`config.mk`:
```
export PLATFORM = sky130hd
export DESIGN_NAME = ml_qpi_rx
export DESIGN_NICKNAME = d
export VERILOG_FILES = /design/src/rtl/ml_qpi_rx.sv
export SDC_FILE = /design/constraint.sdc
export NUM_CORES = 1
export LEC_CHECK = 0
export BUFFER_PORTS_ARGS = -buffer_cell sky130_fd_sc_hd__buf_2
export CORE_MARGIN = 3
export CORE_UTILIZATION = 60
export CTS_CLUSTER_DIAMETER = 120
export DETAILED_ROUTE_END_ITERATION = 7
export PLACE_DENSITY = 0.8
export SLEW_MARGIN = 30
export SYNTH_ARGS = -nofsm -noshare
export SYNTH_HDL_FRONTEND = slang
export SYNTH_SLANG_ARGS = --single-unit
export TNS_END_PERCENT = 100
```
`constraint.sdc`:
```
create_clock -name clock -period 3.8 [get_ports clock]
set_input_delay 0.95 -clock clock [delete_from_list [all_inputs] [get_ports clock]]
set_output_delay 0.95 -clock clock [all_outputs]
set_load 0.01 [all_outputs]
```
`src/rtl/ml_qpi_rx.sv`:
```
// rtl/ml_qpi_rx.sv - quad-SPI DDR receive front end with byte FIFO
module ml_qpi_rx #(
    parameter int FIFO_DEPTH = 4
) (
    input  logic       clock,
    input  logic       resetn,
    input  logic       ml_csb,
    input  logic       ml_clk,
    input  logic [3:0] ml_io,
    output logic       out_valid,
    input  logic       out_ready,
    output logic [7:0] out_data,
    output logic       out_first,
    output logic       xfer_end,
    output logic       busy,
    output logic       overflow,
    input  logic       ovf_clear
);

    localparam int AW = (FIFO_DEPTH > 2) ? $clog2(FIFO_DEPTH) : 1;
    localparam logic [AW:0] FULL_CNT = (AW+1)'(FIFO_DEPTH);

    // synchronizer stages hold coherent snapshots {csb, clk, io[3:0]}
    logic [5:0]    s1_q, s1_d, s2_q, s2_d, s3_q, s3_d;
    // prime_q[2] marks that s3 holds a real pin sample rather than a reset value
    logic [2:0]    prime_q, prime_d;
    logic          blocked_q, blocked_d;
    logic          act_q, act_d;
    logic          half_q, half_d;
    logic          first_pend_q, first_pend_d;
    logic          overflow_q, overflow_d;
    logic [3:0]    hi_nib_q, hi_nib_d;
    logic [8:0]    mem_q [FIFO_DEPTH];
    logic [8:0]    mem_d [FIFO_DEPTH];
    logic [AW-1:0] wr_ptr_q, wr_ptr_d, rd_ptr_q, rd_ptr_d;
    logic [AW:0]   count_q, count_d;

    logic       s2_csb, s2_clk, s3_csb, s3_clk;
    logic [3:0] s3_io;
    logic       act, rise, fall, desel, complete, full, push, pop;

    assign s2_csb = s2_q[5];
    assign s2_clk = s2_q[4];
    assign s3_csb = s3_q[5];
    assign s3_clk = s3_q[4];
    assign s3_io  = s3_q[3:0];

    // after reset, edges stay blocked until csb has been observed high on the pins
    assign act      = !s2_csb && !s3_csb && !blocked_q;
    assign rise     = s2_clk && !s3_clk && act;
    assign fall     = !s2_clk && s3_clk && act;
    assign desel    = s2_csb && !s3_csb;
    assign complete = fall && half_q;
    assign full     = (count_q == FULL_CNT);
    assign pop      = out_valid && out_ready;
    assign push     = complete && (!full || pop);

    assign out_valid = (count_q != '0);
    assign out_data  = mem_q[rd_ptr_q][7:0];
    assign out_first = mem_q[rd_ptr_q][8];
    assign xfer_end  = desel;
    assign busy      = !s2_csb;
    assign overflow  = overflow_q;

    // next-state logic: edge detection, nibble assembly, first tagging, FIFO
    always_comb begin
        s1_d         = {ml_csb, ml_clk, ml_io};
        s2_d         = s1_q;
        s3_d         = s2_q;
        prime_d      = {prime_q[1:0], 1'b1};
        blocked_d    = blocked_q && !(prime_q[2] && s3_csb);
        act_d        = act;
        half_d       = half_q;
        hi_nib_d     = hi_nib_q;
        first_pend_d = first_pend_q;
        overflow_d   = overflow_q;
        mem_d        = mem_q;
        wr_ptr_d     = wr_ptr_q;
        rd_ptr_d     = rd_ptr_q;
        count_d      = count_q;

        if (rise) begin
            hi_nib_d = s3_io;
            half_d   = 1'b1;
        end
        if (act && !act_q) begin
            first_pend_d = 1'b1;
        end
        if (complete) begin
            half_d       = 1'b0;
            first_pend_d = 1'b0;
        end
        if (desel) begin
            half_d       = 1'b0;
            first_pend_d = 1'b0;
        end

        if (push) begin
            mem_d[wr_ptr_q] = {first_pend_q, hi_nib_q, s3_io};
            wr_ptr_d        = wr_ptr_q + AW'(1);
        end
        if (pop) begin
            rd_ptr_d = rd_ptr_q + AW'(1);
        end
        if (push && !pop) begin
            count_d = count_q + (AW+1)'(1);
        end else if (!push && pop) begin
            count_d = count_q - (AW+1)'(1);
        end

        if (ovf_clear) begin
            overflow_d = 1'b0;
        end
        if (complete && !push) begin
            overflow_d = 1'b1;
        end
    end

    // state registers with synchronous active-low reset
    always_ff @(posedge clock) begin
        if (!resetn) begin
            s1_q         <= 6'b110000;
            s2_q         <= 6'b110000;
            s3_q         <= 6'b110000;
            prime_q      <= '0;
            blocked_q    <= 1'b1;
            act_q        <= 1'b0;
            half_q       <= 1'b0;
            hi_nib_q     <= '0;
            first_pend_q <= 1'b0;
            overflow_q   <= 1'b0;
            wr_ptr_q     <= '0;
            rd_ptr_q     <= '0;
            count_q      <= '0;
            for (int i = 0; i < FIFO_DEPTH; i++) begin
                mem_q[i] <= '0;
            end
        end else begin
            s1_q         <= s1_d;
            s2_q         <= s2_d;
            s3_q         <= s3_d;
            prime_q      <= prime_d;
            blocked_q    <= blocked_d;
            act_q        <= act_d;
            half_q       <= half_d;
            hi_nib_q     <= hi_nib_d;
            first_pend_q <= first_pend_d;
            overflow_q   <= overflow_d;
            wr_ptr_q     <= wr_ptr_d;
            rd_ptr_q     <= rd_ptr_d;
            count_q      <= count_d;
            for (int i = 0; i < FIFO_DEPTH; i++) begin
                mem_q[i] <= mem_d[i];
            end
        end
    end

endmodule

```
# Yosys cells after proc, flatten, opt, wreduce, memory -nomap -nowiden
# Cells that the tools add are included.
# totals
romBits,0
mem_bits_rw,0
latch_bits,0
output_inout_bits,13
reg_bits,73
mem_count,0
# op_classes
n_addsub,4
n_eq_ne,1
multipliers,0
bitwise,3
n_shift,0
reduce_logical,32
muxes,11
n_lt_le_gt_ge,3
n_div,0
# op_table
cell,n
36-bit bitwise mux,1
9-bit 2-to-1 mux,3
9-bit binary-select mux with 2-bit select,1
9-bit demux with 2-bit select,1
1-bit logical AND,17
1-bit zero test,10
3-bit >= comparator (second input constant),2
3-bit 2-to-1 mux,2
2-bit NOT with 3-bit output,2
2-bit by 1-bit adder with 2-bit output (second input constant),2
2-bit nonzero test,2
3-bit by 1-bit adder with 3-bit output (second input constant),1
3-bit equality test (second input constant),1
3-bit by 1-bit less-than comparator with 1-bit output (second input constant),1
1-bit 2-to-1 mux,3
3-bit nonzero test,1
3-bit OR reduction,1
3-bit by 1-bit subtractor with 3-bit output (second input constant),1
1-bit logical OR,1
1-bit NOT,1

# Logic depth before layout (Yosys ltp)
# depth
word_depth,10
depth_mapped,9
mapped_depth_nobuf,8

# Worst setup path before layout
# OpenSTA, ideal clock, no wires.
# synth_timing
kind,input to register
startpoint,input out_ready
endpoint,register count_q[2]
stages,8
path_buffers,0
arrival_time_ns,2.463
slack_ns,1.268
path_cell_list,nor4b_1 -> nor3_1 -> ha_1 -> inv_1 -> fa_1 -> xor2_1 -> or3_1 -> a21oi_1
# synth_between
elab_chain_cells,6
# synth_rtl
element,line,rtl
"start, declared",11,"input logic out_ready,"
1-bit logical AND *,55,assign pop = out_valid && out_ready;
1-bit logical OR *,56,assign push = complete && (!full || pop);
1-bit logical AND *,56,
named net push,40,"logic act, rise, fall, desel, complete, full, push, pop;"
1-bit zero test,107,end else if (!push && pop) begin
1-bit logical AND,107,
2-bit nonzero test (no line),n/a,
"end signal, assigned",151,count_q <= count_d;
"end, declared",36,"logic [AW:0] count_q, count_d;"
# The timed path passes the listed nets; every way through them passes the cells marked *.
# A chain may end at the register's enable or synchronous reset.

# Worst setup path after layout
# layout_timing
startpoint,register rd_ptr_q[0]
endpoint,output out_data[4]
# layout_between
elab_chain_cells,4
# layout_rtl
element,line,rtl
"start, declared",35,"logic [AW-1:0] wr_ptr_q, wr_ptr_d, rd_ptr_q, rd_ptr_d;"
"start signal, assigned",150,rd_ptr_q <= rd_ptr_d;
2-bit NOT with 3-bit output (not written as such),59,assign out_data = mem_q[rd_ptr_q][7:0];
9-bit binary-select mux with 2-bit select,59,
9-bit 2-to-1 mux (2 in a row),n/a,
"end, declared",12,"output logic [7:0] out_data,"
# No other way between the ends. The select of a mux whose other input is x is not followed.

==> impl.org <==
** STA
- Unrepaired setup endpoints after global routing :: false
- The clock arrives with 0.00263 ns of skew.
- Final Hold Viols :: 0
- Subtracting the final worst setup slack from the clock period gives 2.83 ns.
- Top achievable clock speed :: 0.354 GHz
- Adding up every negative setup slack in the final design gives 0 ns.
- At the pin with the least slew margin, the transition time is 0.790 ns.
- The worst pin sits at a relative slew slack of 0.472.
- In the finished design, the share of the clock period the worst path needs comes to 0.744.
- Setup violations remaining at the end of the flow were counted as 0.
- Max-slew violation count :: 0

** Worst setup path
- Required time reported for the critical path endpoint :: 2.85 ns
- The startpoint identified for the worst register-to-register timing path is s2_q[5].
- By startpoint and endpoint, the worst setup path is classified as reg2out.
- Critical path origin :: rd_ptr_q[0]
- Of all nets on the critical path, the largest fanout is 11.
- STA classifies the critical path startpoint as a flip-flop.
- Endpoint class of the critical path :: primary output
- STA puts the critical path data arrival time at 1.88 ns.

** Pwr
- PwrDens :: 526 nW/um^2
- Leak Pwr :: 1.39 nW
- Peak ir drop on the vdd network :: 0.394 mV

** Finish
- In the final layout, the share of cells above drive strength 1 is 0.167.
- The area growth from synthesis to layout is 11.1%.
- After routing the design area is 3180 um^2.
- The repair_antennas step left the layout with diodes totalling 0.
- Fill cells in the final layout number 346.
- Net count reported at finish :: 305
- Final non-filler cell total :: 345

** Detailed routing
- Remaining antenna violation count :: 0
- Final routed DRC violation total :: 0
- Routed Wire Length :: 5120 um
- In this run, the number of DRC markers left after iteration 0 of detailed routing was 87.
- Wire length per cell :: 14.8 um
- Using the TritonRoute via totals, the vias-per-cell ratio works out to 5.61.
- The first detailed-routing pass took 4 iterations.
- The detailed router placed 1936 vias in this run.

** Job
- Max-capacitance violation count :: 0

** Floorplan
- From bottom edge to top edge, the die measures 75.1 um.
- Row generation in the floorplan step produced 24 rows.
- Initial cell density of the core :: 0.640
- The die covers 5640 um^2.
- Core Footprint :: 4470 um^2
- In this run the horizontal extent of the chip is 75.1 um.
- # IOs :: 23

** Logic synthesis
- Async S/R FF share, synth :: 0
- Synth Net Count :: 287
- Most used flip-flop cell after synthesis :: dfxtp_1
- Sequential element share of the synthesized area :: 0.510
- Synth area leaders :: dfxtp_1 51%, mux2i_1 13%, mux4_2 7.1%
- dfxtp_1 takes more of the synthesized area than any other cell.
- Synthesis handed over a netlist of 271 instances.
- After synthesis the cells add up to 2870 um^2.
- Synth Register Bits :: 73
- Distinct cell type count of the synthesized netlist :: 32
- The most common cell in the synthesized netlist is dfxtp_1.
- Of the post-synthesis cell area, the dominant cell type holds 0.510.
- Number of enable flip-flop cells after synthesis :: 0
- For this run, the number of Yosys warnings is 0.
- Post-Synthesis Mean Instance Area :: 10.6 um^2
- Synth top cells by count :: 73 x dfxtp_1, 51 x nand2_1, 38 x mux2i_1

** Global routing
- The initial antenna violation count came to 0.
- First-pass GRT wire length :: 8350 um
- Global-route congestion overflow total :: 0
- For this run, the total global-route usage over all layers was measured as 0.201.
- The number of global-route vias before repair was 1769.
- Largest net degree at the start of global routing :: 41

** Placed design
- The placed instances occupy a cell area of 2970 um^2.
- Final HPWL from detailed placement :: 3430 um
- The count of buffers added on input and output ports is 22.
- Placer's final routability congestion estimate :: 0.741
- DP Cell Count :: 330

** Clock network
- Hold-fix buffers at CTS :: 0
- The cell sitting at the root of the clock tree is a clkbuf_8.
- TritonCTS built the clock tree.
- Clock edge transition at the registers on the reported setup and hold paths :: 0.07 ns
- Clock Sink Count :: 73
- Maximum level of the CTS H-tree :: 3
- The longest clock path from root to sink contains 2 buffers.
- Gates resized during post-CTS repair numbered 0.
- Clock network latency to the later pin of the worst-skew pair :: 0.33 ns
- Post-CTS timing repair inserted 0 buffers for setup.
- The number of clock buffers added by TritonCTS is 9.

** Status
- Outcome :: finished, final reports clean

** Worst hold path
- The tightest min-delay check is of the reg2reg type.
- The startpoint identified for the worst hold timing path is s1_q[4].
==> sequential cells by signal (all words and copies together) (netlist names) <==
signal and count:
half_q 1, prime_q 3, first_pend_q 1, blocked_q 1
mem_q 36, s2_q 6, wr_ptr_q 2, hi_nib_q 4
act_q 1, count_q 3, rd_ptr_q 2, overflow 1
s1_q 6, s3_q 6
==> per-layer routing <==
metal	GRT usage	vias up	routed length, um
met1	0.255	939	2260
met4	0.0652	0	44
li1	-	957	-
met2	0.314	36	2570
met5	0	-	0
met3	0.0788	4	254
==> worst paths after layout <==
check                                   end  slack [ns]  cells after the start
worst max-delay path            out_data[4]        0.97                      2
worst min-delay path                s2_q[4]        0.41                      1
worst max register to register   count_q[2]        1.20                      8
worst min register to register      s2_q[4]        0.41                      1
==> critical path, cell delays in order (launching register included) <==
cell and delay (ns):
dfxtp_1 0.78, mux4_2 0.59, buf_2 0.16
==> stage by stage <==
stage / util / worst slack [ns] / power (W) / hold slack, ns
after global routing: 0.712 / 0.840 / 0.00174 / 0.431
final: 0.712 / 0.973 / 0.00167 / 0.408
after floorplan: - / 1.27 / 0.00100 / 0.386
after global placement: 0.665 / 1.09 / 0.00104 / 0.389
after detailed placement: 0.665 / 0.972 / 0.00105 / 0.394
after CTS: 0.712 / 0.914 / 0.00169 / 0.413
==> layout make-up <==
| type | count | area [um^2] | area share |
|---|---|---|---|
| Inverter | 5 | 18.8 | 0.00589 |
| Multi-Input combinational cell | 175 | 1300 | 0.407 |
| Clock buffer | 12 | 145 | 0.0456 |
| Tap cell | 52 | 65.1 | 0.0204 |
| Timing Repair Buffer | 25 | 133 | 0.0417 |
| Sequential cell | 73 | 1460 | 0.459 |
| Clock inverter | 3 | 65.1 | 0.0204 |
==> logic make-up after synthesis <==
family,synth area share
simple gates,0.174
flops,0.510
mux,0.203
buf+inv,0.0376
compound gates,0.0336
fa+ha+maj,0.0288
xor+xnor,0.0122
==> cells in the final DEF, fill, tap and decap left out, types with 7 or more instances in the layout <==
cell type  count
a21oi_1        8
and2_1        14
buf_2         22
clkbuf_8      10
dfxtp_1       73
mux2i_1       38
mux4_2         9
nand2_1       51
nand2b_1       7
nor2_1         7
==> power breakdown <==
group | total [W] | internal, W | switching, W
combinational | 0.000170 | 0.0000944 | 0.0000758
sequential | 0.000864 | 0.000796 | 0.0000678
clock | 0.000640 | 0.000384 | 0.000256
total | 0.00167 | 0.00127 | 0.000400
(Power assumes the default switching activity.)
